**src/rtl/sad_wta_selector.sv**
```systemverilog
`default_nettype none
// +----------------------------------------------------------------------------+
// | Module  : sad_wta_selector                                                 |
// | Brief   : Winner-take-all disparity search over windowed SAD sums.         |
// | Rev     : 1.0  initial release                                             |
// +----------------------------------------------------------------------------+
module sad_wta_selector #(
   parameter  int NUM_BITS = 8,
   parameter  int WIN      = 8,
   parameter  int MAX_DISP = 16,
   localparam int SAD_W    = NUM_BITS + $clog2(WIN),
   localparam int DISP_W   = (MAX_DISP > 2) ? $clog2(MAX_DISP) : 1
) (
   input  logic                clock,
   input  logic                reset_n,
   input  logic                sync_clr,
   input  logic                in_valid,
   input  logic [NUM_BITS-1:0] diff_in,
   output logic                in_ready,
   output logic                out_valid,
   input  logic                out_ready,
   output logic [DISP_W-1:0]   out_disp,
   output logic [SAD_W-1:0]    out_sad
);

   localparam int PIX_W = $clog2(WIN);
   localparam logic [PIX_W-1:0]  c_LAST_PIX  = PIX_W'(WIN - 1);
   localparam logic [DISP_W-1:0] c_LAST_DISP = DISP_W'(MAX_DISP - 1);

   typedef enum logic [0:0] {
      ACCUM = 1'b0,
      HOLD  = 1'b1
   } state_t;

   state_t              r_state,     w_state_nxt;
   logic [PIX_W-1:0]    r_pix,       w_pix_nxt;
   logic [DISP_W-1:0]   r_disp,      w_disp_nxt;
   logic [SAD_W-1:0]    r_acc,       w_acc_nxt;
   logic [SAD_W-1:0]    r_best_sad,  w_best_sad_nxt;
   logic [DISP_W-1:0]   r_best_disp, w_best_disp_nxt;

   logic                w_accept;
   logic [SAD_W-1:0]    w_sum;

   assign w_accept = (r_state == ACCUM) && in_valid;
   assign w_sum    = r_acc + SAD_W'(diff_in);

   always_ff @(posedge clock or negedge reset_n) begin
      if (!reset_n) begin
         r_state     <= ACCUM;
         r_pix       <= '0;
         r_disp      <= '0;
         r_acc       <= '0;
         r_best_sad  <= '0;
         r_best_disp <= '0;
      end else begin
         r_state     <= w_state_nxt;
         r_pix       <= w_pix_nxt;
         r_disp      <= w_disp_nxt;
         r_acc       <= w_acc_nxt;
         r_best_sad  <= w_best_sad_nxt;
         r_best_disp <= w_best_disp_nxt;
      end
   end

   always_comb begin
      w_state_nxt     = r_state;
      w_pix_nxt       = r_pix;
      w_disp_nxt      = r_disp;
      w_acc_nxt       = r_acc;
      w_best_sad_nxt  = r_best_sad;
      w_best_disp_nxt = r_best_disp;

      if (sync_clr) begin
         w_state_nxt     = ACCUM;
         w_pix_nxt       = '0;
         w_disp_nxt      = '0;
         w_acc_nxt       = '0;
         w_best_sad_nxt  = '0;
         w_best_disp_nxt = '0;
      end else begin
         case (r_state)
            ACCUM: begin
               if (w_accept) begin
                  if (r_pix == c_LAST_PIX) begin
                     w_pix_nxt = '0;
                     w_acc_nxt = '0;
                     // Strict less-than keeps the lower disparity on ties.
                     if ((r_disp == '0) || (w_sum < r_best_sad)) begin
                        w_best_sad_nxt  = w_sum;
                        w_best_disp_nxt = r_disp;
                     end
                     if (r_disp == c_LAST_DISP) begin
                        w_disp_nxt  = '0;
                        w_state_nxt = HOLD;
                     end else begin
                        w_disp_nxt = r_disp + DISP_W'(1);
                     end
                  end else begin
                     w_pix_nxt = r_pix + PIX_W'(1);
                     w_acc_nxt = w_sum;
                  end
               end
            end
            HOLD: begin
               if (out_ready) begin
                  w_state_nxt     = ACCUM;
                  w_pix_nxt       = '0;
                  w_disp_nxt      = '0;
                  w_acc_nxt       = '0;
                  w_best_sad_nxt  = '0;
                  w_best_disp_nxt = '0;
               end
            end
            default: w_state_nxt = ACCUM;
         endcase
      end
   end

   assign in_ready  = (r_state == ACCUM);
   assign out_valid = (r_state == HOLD);
   assign out_disp  = r_best_disp;
   assign out_sad   = r_best_sad;

endmodule
`default_nettype wire
```
**config.mk**
```make
export PLATFORM = sky130hd
export DESIGN_NAME = sad_wta_selector
export DESIGN_NICKNAME = d
export VERILOG_FILES = /design/src/rtl/sad_wta_selector.sv
export SDC_FILE = /design/constraint.sdc
export NUM_CORES = 1
export LEC_CHECK = 0
export ABC_AREA = 1
export BUFFER_PORTS_ARGS = -buffer_cell sky130_fd_sc_hd__buf_2
export CORE_MARGIN = 5
export CORE_UTILIZATION = 55
export CTS_CLUSTER_DIAMETER = 80
export DETAILED_ROUTE_END_ITERATION = 6
export HOLD_SLACK_MARGIN = 0.02
export PLACE_DENSITY = 0.78
export SETUP_SLACK_MARGIN = 0.15
export SLEW_MARGIN = 10
export SYNTH_ARGS = -nofsm -noshare
export SYNTH_HDL_FRONTEND = slang
export SYNTH_SLANG_ARGS = --single-unit
```
**constraint.sdc**
```tcl
create_clock -name clock -period 2.8 [get_ports clock]
set_input_delay 0.28 -clock clock [delete_from_list [all_inputs] [get_ports clock]]
set_output_delay 0.28 -clock clock [all_outputs]
set_load 0.05 [all_outputs]
```
==> results.toml <==
[global_routing]
grt.total_usage = 0.223
first_global_vias = 2154
grt_max_degree = 35
antenna_found_initial = 0
grt_first_pass_wirelength_um = 9510
grt_overflow_total = 0

[detailed_routing]
top_layer_used = "met4"
wl_met1_um = 2560
wl_met2_um = 2980
drt-wirelength-per-cell_um = 14.8
routed_wl_um = 6050
ant_nets = 0
drt-pass1-iter-count = 4
wl_met3_um = 358
vias_per_cell = 5.56
routed-via-count = 2276
drc = 0
drt_iter0_drc = 206

[synthesis]
synth_ff_type = "dfrtp_1"
synth-edff-count = 0
yosysUniqueCellTypes = 34
syn-num-nets = 339
ys_ff_latch = 34
postSynthCellCount = 303
syn_area_um2 = 2290
syn_area_per_cell_um2 = 7.57
yosys_warnings = 0
seq_area_frac_synth = 0.371
async_reset_ff_frac = 1.00

[clock_network]
cts_max_level = 2
cts_max_path_buffers = 2
numCtsBuffers = 5
clk_latency_ns = 0.29
clkTransAtPathRegs_ns = 0.07
cts_hold_buf = 0
cts_tree = "yes"
numClockSinks = 34
clockRootBuffer = "clkbuf_8"

[power]
p_sw_mw = 1.38
power_density_nw_per_um2 = 969
peakVddDrop_mv = 0.462
p_int_mw = 1.49
p_sw_frac = 0.481
pwr-share-clk = 0.125
pwr-share-seq = 0.256
power.total_mw = 2.87
comb_power_share = 0.619
power_leakage_nw = 1.55

[timing]
fin_worst_skew_ns = 0.00417
drv_slew = 0
setup_ws_ns = 0.0122
hold_ws_ns = 0.0534
setup-tns-final_ns = 0
final_hold_viol_count = 0
max_freq_ghz = 0.359
finalCritPeriodShare = 0.996
fin_crit_ns = 2.79
rsz0062_at_grt = "true"
setup_viol = 0
max_slew_margin = 0.493
worstMarginPinSlew_ns = 0.761

[critical_path]
crit_required_ns = 3.01
cpMaxStageDelayCell = "dfrtp_1"
slowest_delay_ns = 0.41
crit_start = "r_acc[0]"
path_cells = "ha_4, fa_2, nand2_2, nand3_4, nand3_2, nand3_1, nand2_1, inv_2, ha_4, nand2_1, inv_1, nand2_2, nor2_1, nand2_1, nand3_2, nand2_4, nand2_4, buf_12, nand2_2, o21ai_1"
crit_arrival_ns = 3.00
crit_path_max_fanout = 6
cp_num_cells = 20
reg2reg_to = "out_sad[0]"
crit_end = "out_sad[0]"
reg2reg_from = "r_acc[0]"
regToRegSetupSlack_ns = 0.01
path_buf_inv = 3
worst_setup_path_end_kind = "flip-flop"
critPathLaunchType = "flip-flop"
ff2ff_path_depth = 20
crit_family = "simple AND/OR/NAND/NOR gates"
path_class = "flip-flop to flip-flop"

[worst_hold_path]
hold_class = "input pin to asynchronous set/reset pin"

[final_layout]
nets = 395
post-route-util = 0.736
final_common_cell = "nand2_1"
drive_gt1_frac = 0.304
antennaDiodeCount = 0
syn_to_final_growth_pct = 29.3
final_cell_mix = "nand2_1, inv_1, dfrtp_1"
num-fill-cells = 304

[floorplanning]
die_w_um = 74.6
die_y_um = 74.6
start_util = 0.569
core_area_um2 = 4030
num_io_pins = 30
rows = 23
dieArea_um2 = 5560

[placed_design]
place.gp.congestion = 0.911
dpl.hpwl_um = 3930
dp_slack_ns = -0.0751
port_buffers = 29

[job]
drv_cap = 0

[status]
status = "finished clean"
==> kinds of logic (layout without fill, tap and decap cells) <==
logic type | Yosys count | count (layout) | synth area share
adder cells (fa/ha/maj) | 23 | 23 | 0.129
XOR/XNOR | 3 | 3 | 0.0115
flip-flops | 34 | 34 | 0.371
AO/OA/AOI/OAI | 43 | 43 | 0.110
AND/OR/NAND/NOR | 152 | 155 | 0.292
buffers and inverters | 48 | 101 | 0.0867
==> layer usage <==
| layer | vias to the layer above | track usage |
|---|---|---|
| met5 | - | 0 |
| met2 | 74 | 0.379 |
| met1 | 1093 | 0.284 |
| met4 | 0 | 0.0672 |
| met3 | 18 | 0.0486 |
| li1 | 1091 | - |
==> power groups by stage <==
stage | clock (mW) | combinational, mW | sequential (mW)
4_1_cts | 0.359 | 1.53 | 0.725
5_1_grt | 0.379 | 1.94 | 0.754
6_report | 0.358 | 1.78 | 0.736
3_3_place_gp | 0 | 1.37 | 0.720
3_5_place_dp | 0 | 1.38 | 0.722
2_1_floorplan | 0 | 0.755 | 0.958
==> registers in the layout, summed over array words and instances (netlist names) <==
signal and flops:
out_sad 11, r_acc 11, out_disp 4, r_disp 4, r_pix 3, out_valid 1
==> area by class of cell <==
type / count / area [um^2] / share of cell area
Clock buffer: 6 / 72.6 / 0.0245
Clock inverter: 1 / 7.51 / 0.00253
Inverter: 44 / 168 / 0.0565
Multi-Input combinational cell: 224 / 1470 / 0.497
Sequential cell: 34 / 851 / 0.287
Tap cell: 50 / 62.6 / 0.0211
Timing Repair Buffer: 50 / 332 / 0.112
==> cell usage after synthesis (all sizes together), types with 2 or more instances <==
cell type / instances / share of area
nand3b: 2 / 0.0065
and2: 2 / 0.0055
dfrtp: 34 / 0.37
nor2: 25 / 0.055
nand3: 16 / 0.035
nand2: 101 / 0.17
nand4: 4 / 0.011
a22o: 5 / 0.019
o21ai: 22 / 0.048
xor2: 2 / 0.0076
inv: 44 / 0.073
or2: 2 / 0.0055
o22ai: 2 / 0.0055
ha: 22 / 0.12
a21oi: 9 / 0.021
buf: 3 / 0.012
==> how the worst min path moves through the flow <==
stage	start	endpoint
floorplan	reset_n	out_disp[0]
global placement	reset_n	r_acc[5]
detailed placement	reset_n	r_acc[5]
CTS	reset_n	r_acc[5]
global route	reset_n	r_acc[9]
finish	reset_n	r_acc[5]
==> stage by stage <==
step / cell area [um^2] / std cells
4_1_cts: 2800 / 402
3_5_place_dp: 2580 / 391
2_1_floorplan: 2290 / 303
3_3_place_gp: 2580 / 391
5_1_grt: 2970 / 409
6_report: 2970 / 409
==> timing repair <==
action | in CTS | in global routing
cloned | 2 | 1
resized for setup | 18 | 26
setup endpoints to repair | 15 | 15
setup buffers | 2 | 6
pin swaps | 3 | 19
endpoints found under the hold margin | 0 | 0
Power figures use the tool's default switching activity.
